<file path="config.mk">
export PLATFORM = sky130hd
export DESIGN_NAME = decode_stage_pipe
export DESIGN_NICKNAME = d
export VERILOG_FILES = /design/src/rtl/decode_stage_pipe.sv
export SDC_FILE = /design/constraint.sdc
export NUM_CORES = 1
export LEC_CHECK = 0
export ABC_AREA = 1
export BUFFER_PORTS_ARGS = -buffer_cell sky130_fd_sc_hd__buf_4
export CORE_MARGIN = 1.5
export CORE_UTILIZATION = 25
export DETAILED_ROUTE_END_ITERATION = 8
export PLACE_DENSITY_LB_ADDON = 0.08
export SKIP_LAST_GASP = 1
export SLEW_MARGIN = 5
export SYNTH_ARGS = -nofsm -noshare
export SYNTH_HDL_FRONTEND = slang
export SYNTH_SLANG_ARGS = --single-unit
</file>
<file path="constraint.sdc">
create_clock -name clk -period 1.47 [get_ports clk]
set_input_delay 0.294 -clock clk [delete_from_list [all_inputs] [get_ports clk]]
set_output_delay 0.294 -clock clk [all_outputs]
set_load 0.05 [all_outputs]
</file>
<file path="src/rtl/decode_stage_pipe.sv">
// Decode stage for the ALU instruction class: decodes raw instructions on push and
// holds the decoded control fields in a 2-entry skid buffer feeding the execute stage.
module decode_stage_pipe #(
  parameter int REG_BITS   = 3,
  parameter int DATA_W     = 16,
  parameter int IMM_SIGNED = 0,
  parameter int CNT_W      = 8,
  localparam int INSTR_W   = 3*REG_BITS+7
) (
  input  logic                clk,
  input  logic                rst_n,
  input  logic                flush,
  input  logic                in_valid,
  output logic                in_ready,
  input  logic [INSTR_W-1:0]  in_instr,
  output logic                out_valid,
  input  logic                out_ready,
  output logic                out_unary,
  output logic                out_imm,
  output logic [3:0]          out_aluop,
  output logic                out_setcc,
  output logic [REG_BITS-1:0] out_rd,
  output logic [REG_BITS-1:0] out_ra,
  output logic [REG_BITS-1:0] out_rb,
  output logic [DATA_W-1:0]   out_immv,
  output logic                out_wben,
  output logic                out_illegal,
  output logic [CNT_W-1:0]    illegal_cnt
);

  typedef struct packed {
    logic                unary;
    logic                imm;
    logic [3:0]          aluop;
    logic                setcc;
    logic [REG_BITS-1:0] rd;
    logic [REG_BITS-1:0] ra;
    logic [REG_BITS-1:0] rb;
    logic [DATA_W-1:0]   immv;
    logic                wben;
    logic                illegal;
  } entry_t;

  localparam logic [DATA_W-1:0] EXT_MASK = {DATA_W{1'b1}} << (REG_BITS+1);

  logic [4:0]          key;
  logic [REG_BITS:0]   imm_field;
  logic [DATA_W-1:0]   imm_ext;
  entry_t              dec;
  entry_t              mem [2];
  entry_t              head;
  logic [1:0]          count;
  logic [1:0]          count_next;
  logic                wr_ptr;
  logic                rd_ptr;
  logic                push;
  logic                pop;

  assign key       = {in_instr[INSTR_W-1 -: 4], in_instr[INSTR_W-5]};
  assign imm_field = in_instr[REG_BITS:0];
  assign imm_ext   = DATA_W'(imm_field) |
                     (((IMM_SIGNED != 0) && imm_field[REG_BITS]) ? EXT_MASK : '0);

  always_comb begin
    dec = '0;
    casez (key)
      5'b0000?: dec.aluop = 4'b0001;
      5'b0001?: begin dec.aluop = 4'b0001; dec.unary = 1'b1; end
      5'b0010?: dec.aluop = 4'b0010;
      5'b0011?: dec.aluop = 4'b0101;
      5'b0100?: dec.aluop = 4'b0110;
      5'b0101?: dec.aluop = 4'b0111;
      5'b0110?: dec.aluop = 4'b1000;
      5'b0111?: dec.aluop = 4'b1001;
      5'b1000?: dec.aluop = 4'b1011;
      5'b1001?: dec.aluop = 4'b1100;
      5'b10110: dec.aluop = 4'b1110;
      5'b1100?: dec.aluop = 4'b1111;
      default:  dec.illegal = 1'b1;
    endcase
    // Illegal entries keep every field except the illegal flag at zero.
    if (!dec.illegal) begin
      dec.wben  = 1'b1;
      dec.setcc = in_instr[INSTR_W-6];
      dec.rd    = in_instr[3*REG_BITS -: REG_BITS];
      dec.ra    = in_instr[2*REG_BITS -: REG_BITS];
      if (key[0]) begin
        dec.imm  = 1'b1;
        dec.immv = imm_ext;
      end else begin
        dec.rb = in_instr[REG_BITS:1];
      end
    end
  end

  assign out_valid = (count != 2'd0);
  assign push      = in_valid && in_ready;
  assign pop       = out_valid && out_ready;

  always_comb begin
    count_next = count;
    if (push && !pop)
      count_next = count + 2'd1;
    else if (pop && !push)
      count_next = count - 2'd1;
  end

  always_ff @(posedge clk or negedge rst_n) begin
    if (!rst_n) begin
      for (int i = 0; i < 2; i++) mem[i] <= '0;
      count       <= 2'd0;
      wr_ptr      <= 1'b0;
      rd_ptr      <= 1'b0;
      in_ready    <= 1'b1;
      illegal_cnt <= '0;
    end else if (flush) begin
      for (int i = 0; i < 2; i++) mem[i] <= '0;
      count    <= 2'd0;
      wr_ptr   <= 1'b0;
      rd_ptr   <= 1'b0;
      in_ready <= 1'b1;
    end else begin
      if (push) begin
        mem[wr_ptr] <= dec;
        wr_ptr      <= ~wr_ptr;
      end
      if (pop) begin
        rd_ptr <= ~rd_ptr;
        if (mem[rd_ptr].illegal && (illegal_cnt != {CNT_W{1'b1}}))
          illegal_cnt <= illegal_cnt + CNT_W'(1);
      end
      count    <= count_next;
      in_ready <= (count_next != 2'd2);
    end
  end

  // An empty buffer presents all-zero decoded fields.
  assign head        = out_valid ? mem[rd_ptr] : '0;
  assign out_unary   = head.unary;
  assign out_imm     = head.imm;
  assign out_aluop   = head.aluop;
  assign out_setcc   = head.setcc;
  assign out_rd      = head.rd;
  assign out_ra      = head.ra;
  assign out_rb      = head.rb;
  assign out_immv    = head.immv;
  assign out_wben    = head.wben;
  assign out_illegal = head.illegal;

endmodule

</file>
Word-level counts from Yosys, hierarchy flattened
Cells that the tools add are included.

Logic and storage cells: 89. Bits in registers: 81. Output and inout port bits: 44.

Bitwise gates (word level): 5. Reduce and logical (&&, ||, !) cells: 15. Mux-type cells: 25. Magnitude comparators: 3. Add/subtract/negate cells: 3. Eq/ne operators: 13.

Operators with widths (number): 34-bit 2-to-1 mux (5); 68-bit 2-to-1 mux (2); 68-bit bitwise mux (1); 4-bit case mux with 11 select lines (1); 34-bit demux with 1-bit select (1); 27-bit 2-to-1 mux (1); 4-bit by 3-bit == test with 1-bit output (second input constant) (4); 4-bit == test (second input constant) (3); 12-bit OR reduction (1); 1-bit 2-to-1 mux (9); 8-bit by 1-bit adder with 8-bit output (second input constant) (1); 4-bit by 2-bit == test with 1-bit output (second input constant) (2); 8-bit != test (second input constant) (1); 1-bit logical AND (6); 2-bit 2-to-1 mux (3); 2-bit nonzero test (3); 5-bit == test (second input constant) (1); 4-bit by 1-bit == test with 1-bit output (second input constant) (1); 2-bit greater-or-equal comparator (second input constant) (2); 4-bit logical NOT (1); 4-bit 2-to-1 mux (1); 1-bit inverter with 2-bit output (2); 3-bit 2-to-1 mux (1); 1-bit inverter (3); other kinds (7) (8).

Longest topological paths before layout
Word-level depth: 8. Gate-level depth with buffers: 10.

Worst setup path after synthesis
No wires, ideal clock.

Path type: reg2out. Start: register count[0]. End: output port out_aluop[0]. Data arrival time: 2.120 ns. Cell stages (with the launch flop): 7. Path slack: -0.944 ns. Cells stage by stage: dfrtp_1 > inv_1 > ha_1 > inv_1 > clkbuf_1 > o21ai_0 > nor2_1.

Longest elaborated chain between the ends: 2.

RTL lines: start, declared (line 52) `logic [1:0] count;`; start signal, assigned (line 132) `count <= count_next;`; 2-bit nonzero test (line 96) `assign out_valid = (count != 2'd0);`; net out_valid (line 16) `output logic out_valid,`; 34-bit 2-to-1 mux (line 138) `assign head = out_valid ? mem[rd_ptr] : '0;`; end, declared (line 20) `output logic [3:0] out_aluop,`.

The timed path passes the listed nets, and every way through them passes these cells.

Worst setup path after layout
Start: register rd_ptr. End: output port out_rb[1].

Longest elaborated chain between the ends: 5.

RTL lines: start, declared (line 55) `logic rd_ptr;`; start signal, assigned (line 128) `rd_ptr <= ~rd_ptr;`; 1-bit inverter with 2-bit output (not written as such) (line 138); 34-bit 2-to-1 mux (not written as such) (3 in a row) (line 138); 34-bit 2-to-1 mux (line 138); end, declared (line 24) `output logic [REG_BITS-1:0] out_rb,`.

No other way between the ends. The select of a mux whose other input is x is not followed.

==> run_results.csv <==
group,metric,value,unit
floorplanning,num_io_pins,65,
run_status,outcome,"finished with violations",
job,drv_cap,0,
worst_setup_path,crit_path_max_incr_delay,0.38,ns
worst_setup_path,cp-end-kind,"output port",
route,routed_wl,8.985,mm
yosys,synth-seq-cells,57,
clocking,cts_buffer_depth,2,
power,p_int,4.815,mW
yosys,ys_types,26,
clocking,cts_buffers,9,
yosys,synth_edf_count,0,
sta,skew,0.005813,ns
route,ant_nets,0,
sta,hold_viol_final,0,
route,wl_per_cell,14.45,µm
cells_and_area,area_delta_synth_final,63.91,%
yosys,async_flop_share,100.0,%
clocking,clk_latency,0.33,ns
power,clockPowerShare,25.7,%
power,max-vdd-ir-drop,0.0008678,V
global_route,gr-total-overflow,0,
place,gp_congestion,0.8037,
place,hpwl,6.145,mm
worst_setup_path,crit_chain,"inv_2, buf_4, buf_4, nor2_1, nor2_4, buf_8",
route,drcViolationCount,0,
floorplanning,initial_core_util,25.60,%
sta,max_freq,570.9,MHz
min_path,min_path_type,"input port to flip-flop",
cells_and_area,nets,498,
worst_setup_path,r2r-start,"count[1]$_DFF_PN0_",
yosys,yosysSeqAreaShare,48.84,%
power,sw_frac_of_total,40.79,%
worst_setup_path,reg2reg_slack,-0.17,ns
route,viasPerCell,4.463,
yosys,synthTopCellsByArea,"dfrtp_1, nand2_1, o21ai_0, nor2_1, inv_1",
power,p_leak,2.298,nW
floorplanning,die_h,111.1,µm
route,dr.pass1.iters,4,
route,num_vias,2776,
route,first_iter_violations,107,
place,io_buffers,52,
sta,finalWorstSetupSlack,-0.2818,ns
yosys,synth_most_common_cell,"nand2_1",
sta,finalSetupViolCount,40,
worst_setup_path,slowest_stage,"dfrtp_1",
run_status,violations,"negative setup slack",
floorplanning,num_rows,39,
floorplanning,core,11420,µm²
yosys,synth_ff_type,"dfrtp_1",
clocking,clkSinkCount,57,
yosys,netlist_area,2923,µm²
yosys,syn_inst,376,
yosys,yosysWarningCount,0,
clocking,cts-root-buf,"clkbuf_16",
worst_setup_path,timing.rr.end,"in_ready$_DFF_PN1_",
worst_setup_path,crit_end,"out_rb[1]",
worst_setup_path,arrival,1.46,ns
clocking,htreeDepth,3,
sta,rsz0062_at_grt,"yes",
sta,fin_crit,1.752,ns
place,dpl.cell_count,592,
clocking,clkSlewWorstSetupHoldPaths,0.05,ns
worst_setup_path,path_delay_family,"buffers and inverters",
cells_and_area,n_antenna_cell,0,
global_route,grtUsageTotal,15.50,%
worst_setup_path,cpMostUsedCell,"buf_4",
yosys,yosys-top-cells-count,"nand2_1, dfrtp_1, nor2_1",
worst_setup_path,required,1.18,ns
cells_and_area,layout.cells.non_filler,622,
worst_setup_path,path_buf_inv,4,
global_route,grt_max_degree,22,
worst_setup_path,r2r_cells,11,
global_route,grt_pass1_vias,2887,
floorplanning,die_area,12350,µm²
power,seqPwrFrac,23.7,%
floorplanning,die_x,111.1,µm
power,power_density,1698,nW/µm²
yosys,synth.avg_cell_area,7.773,µm²
worst_setup_path,critPathMaxFanout,7,
global_route,antenna_found_initial,0,
power,switchingPower,3.317,mW
yosys,synth_largest_area_cell,"dfrtp_1",
clocking,cts_tree,"yes",
sta,final.period_utilization,119.2,%
global_route,grt_first_pass_wirelength,14.89,mm
power,totalPowerFinal,8.133,mW
worst_setup_path,path_depth,6,
worst_setup_path,path_class,"flip-flop to output port",
place,dpl-instance-area,3983,µm²
yosys,synth_top_area_share,47.95,%
worst_setup_path,startpoint,"rd_ptr$_DFFE_PN0P_",
worst_setup_path,crit_path_start_kind,"flip-flop",
cells_and_area,final_layout_size_suffix_gt1_share,40.29,%
power,pwr-share-comb,50.5,%
cells_and_area,design_area,4791,µm²
sta,slew_violations,0,
-- how the worst min path moves through the flow --
stage,start,slack (ns),depth (start not counted),to
floorplan,rst_n,-0.002,0,count[0]$_DFF_PN0_
global placement,rst_n,0.22,1,illegal_cnt[2]$_DFFE_PN0P_
detailed placement,rst_n,0.22,1,mem[67]$_DFFE_PN0P_
CTS,flush,0.21,2,count[1]$_DFF_PN0_
global route,flush,0.22,2,count[1]$_DFF_PN0_
finish,flush,0.22,2,count[1]$_DFF_PN0_
-- per-stage QoR --
stage               worst slack (ns)  TNS (ns)  util [%]  hold slack [ns]
global route                 -0.3548    -11.54     41.96           0.2199
CTS                          -0.2953    -7.125     39.86           0.2113
global placement            -0.06352   -0.7374     34.88           0.2178
detailed placement          -0.07833    -1.072     34.88           0.2195
finish                       -0.2818    -6.828     41.96           0.2154
floorplan                   -0.08931   -0.2311         -        -0.001591
-- flip-flops by register name (all words and copies together), names as in the netlist --
name         flops
illegal_cnt      8
count            2
wr_ptr           1
mem             44
in_ready         1
rd_ptr           1
-- layout by cell type (no fill, tap or decap), types with 3 or more instances in the layout --
cell type	count
xnor2_1	5
o21ai_1	12
inv_1	21
o21ai_0	15
o21ai_2	10
dfrtp_1	54
nand2_4	4
buf_4	60
clkbuf_16	9
buf_8	8
conb_1	12
nor2_2	4
nor2_4	20
xor2_1	3
nor2_1	31
nand2_1	104
o21ai_4	16
buf_12	10
inv_2	6
nand3_1	12
nand4_1	10
buf_6	22
nand2_2	4
-- cells by family (layout without fill, tap and decap cells) --
group | Yosys count | after routing | synth area share (%)
adders and majority gates | 2 | 2 | 0.8560
buffers and inverters | 54 | 145 | 8.861
xor gates and xnor gates | 9 | 9 | 2.697
and+or+nand+nor | 194 | 195 | 28.42
other | 1 | 12 | 0.1283
DFF | 57 | 57 | 48.84
AOI/OAI and AO/OA | 59 | 59 | 10.19
-- repair_timing --
item,4_1_cts,5_1_grt
resized for setup,58,53
endpoints found under the setup margin,27,45
buffers inserted,8,7
cloned,0,1
hold buffers,1,0
pin swaps,20,15
endpoints found under the hold margin,15,0
-- layer usage --
metal  vias to the layer above  wire (µm)  global-route usage (%)
met3                        13        333                   3.773
met5                         -          0                       0
met4                         0        213                   6.329
met1                      1327       4184                   19.92
met2                        62       4254                   25.06
li1                       1374          -                       -
-- layout make-up --
| class | count | area [µm²] |
|---|---|---|
| tap | 143 | 178.9 |
| sequential | 57 | 1430 |
| multi-input combinational | 277 | 1732 |
| clock buffer | 12 | 256.5 |
| inverter | 29 | 125.1 |
| fill | 1158 | 6628 |
| clock inverter | 3 | 40.04 |
| timing repair buffer | 101 | 1028 |
-- power groups by stage --
stage / Sequential (mW) / Combinational [mW] / Clock (mW)
6_report: 1.93 / 4.11 / 2.09
5_1_grt: 1.96 / 4.40 / 2.23
4_1_cts: 1.92 / 3.79 / 2.17
3_5_place_dp: 1.93 / 3.32 / 0
3_3_place_gp: 1.94 / 3.31 / 0
2_1_floorplan: 2.10 / 2.01 / 0
Power figures use the tool's default switching activity.
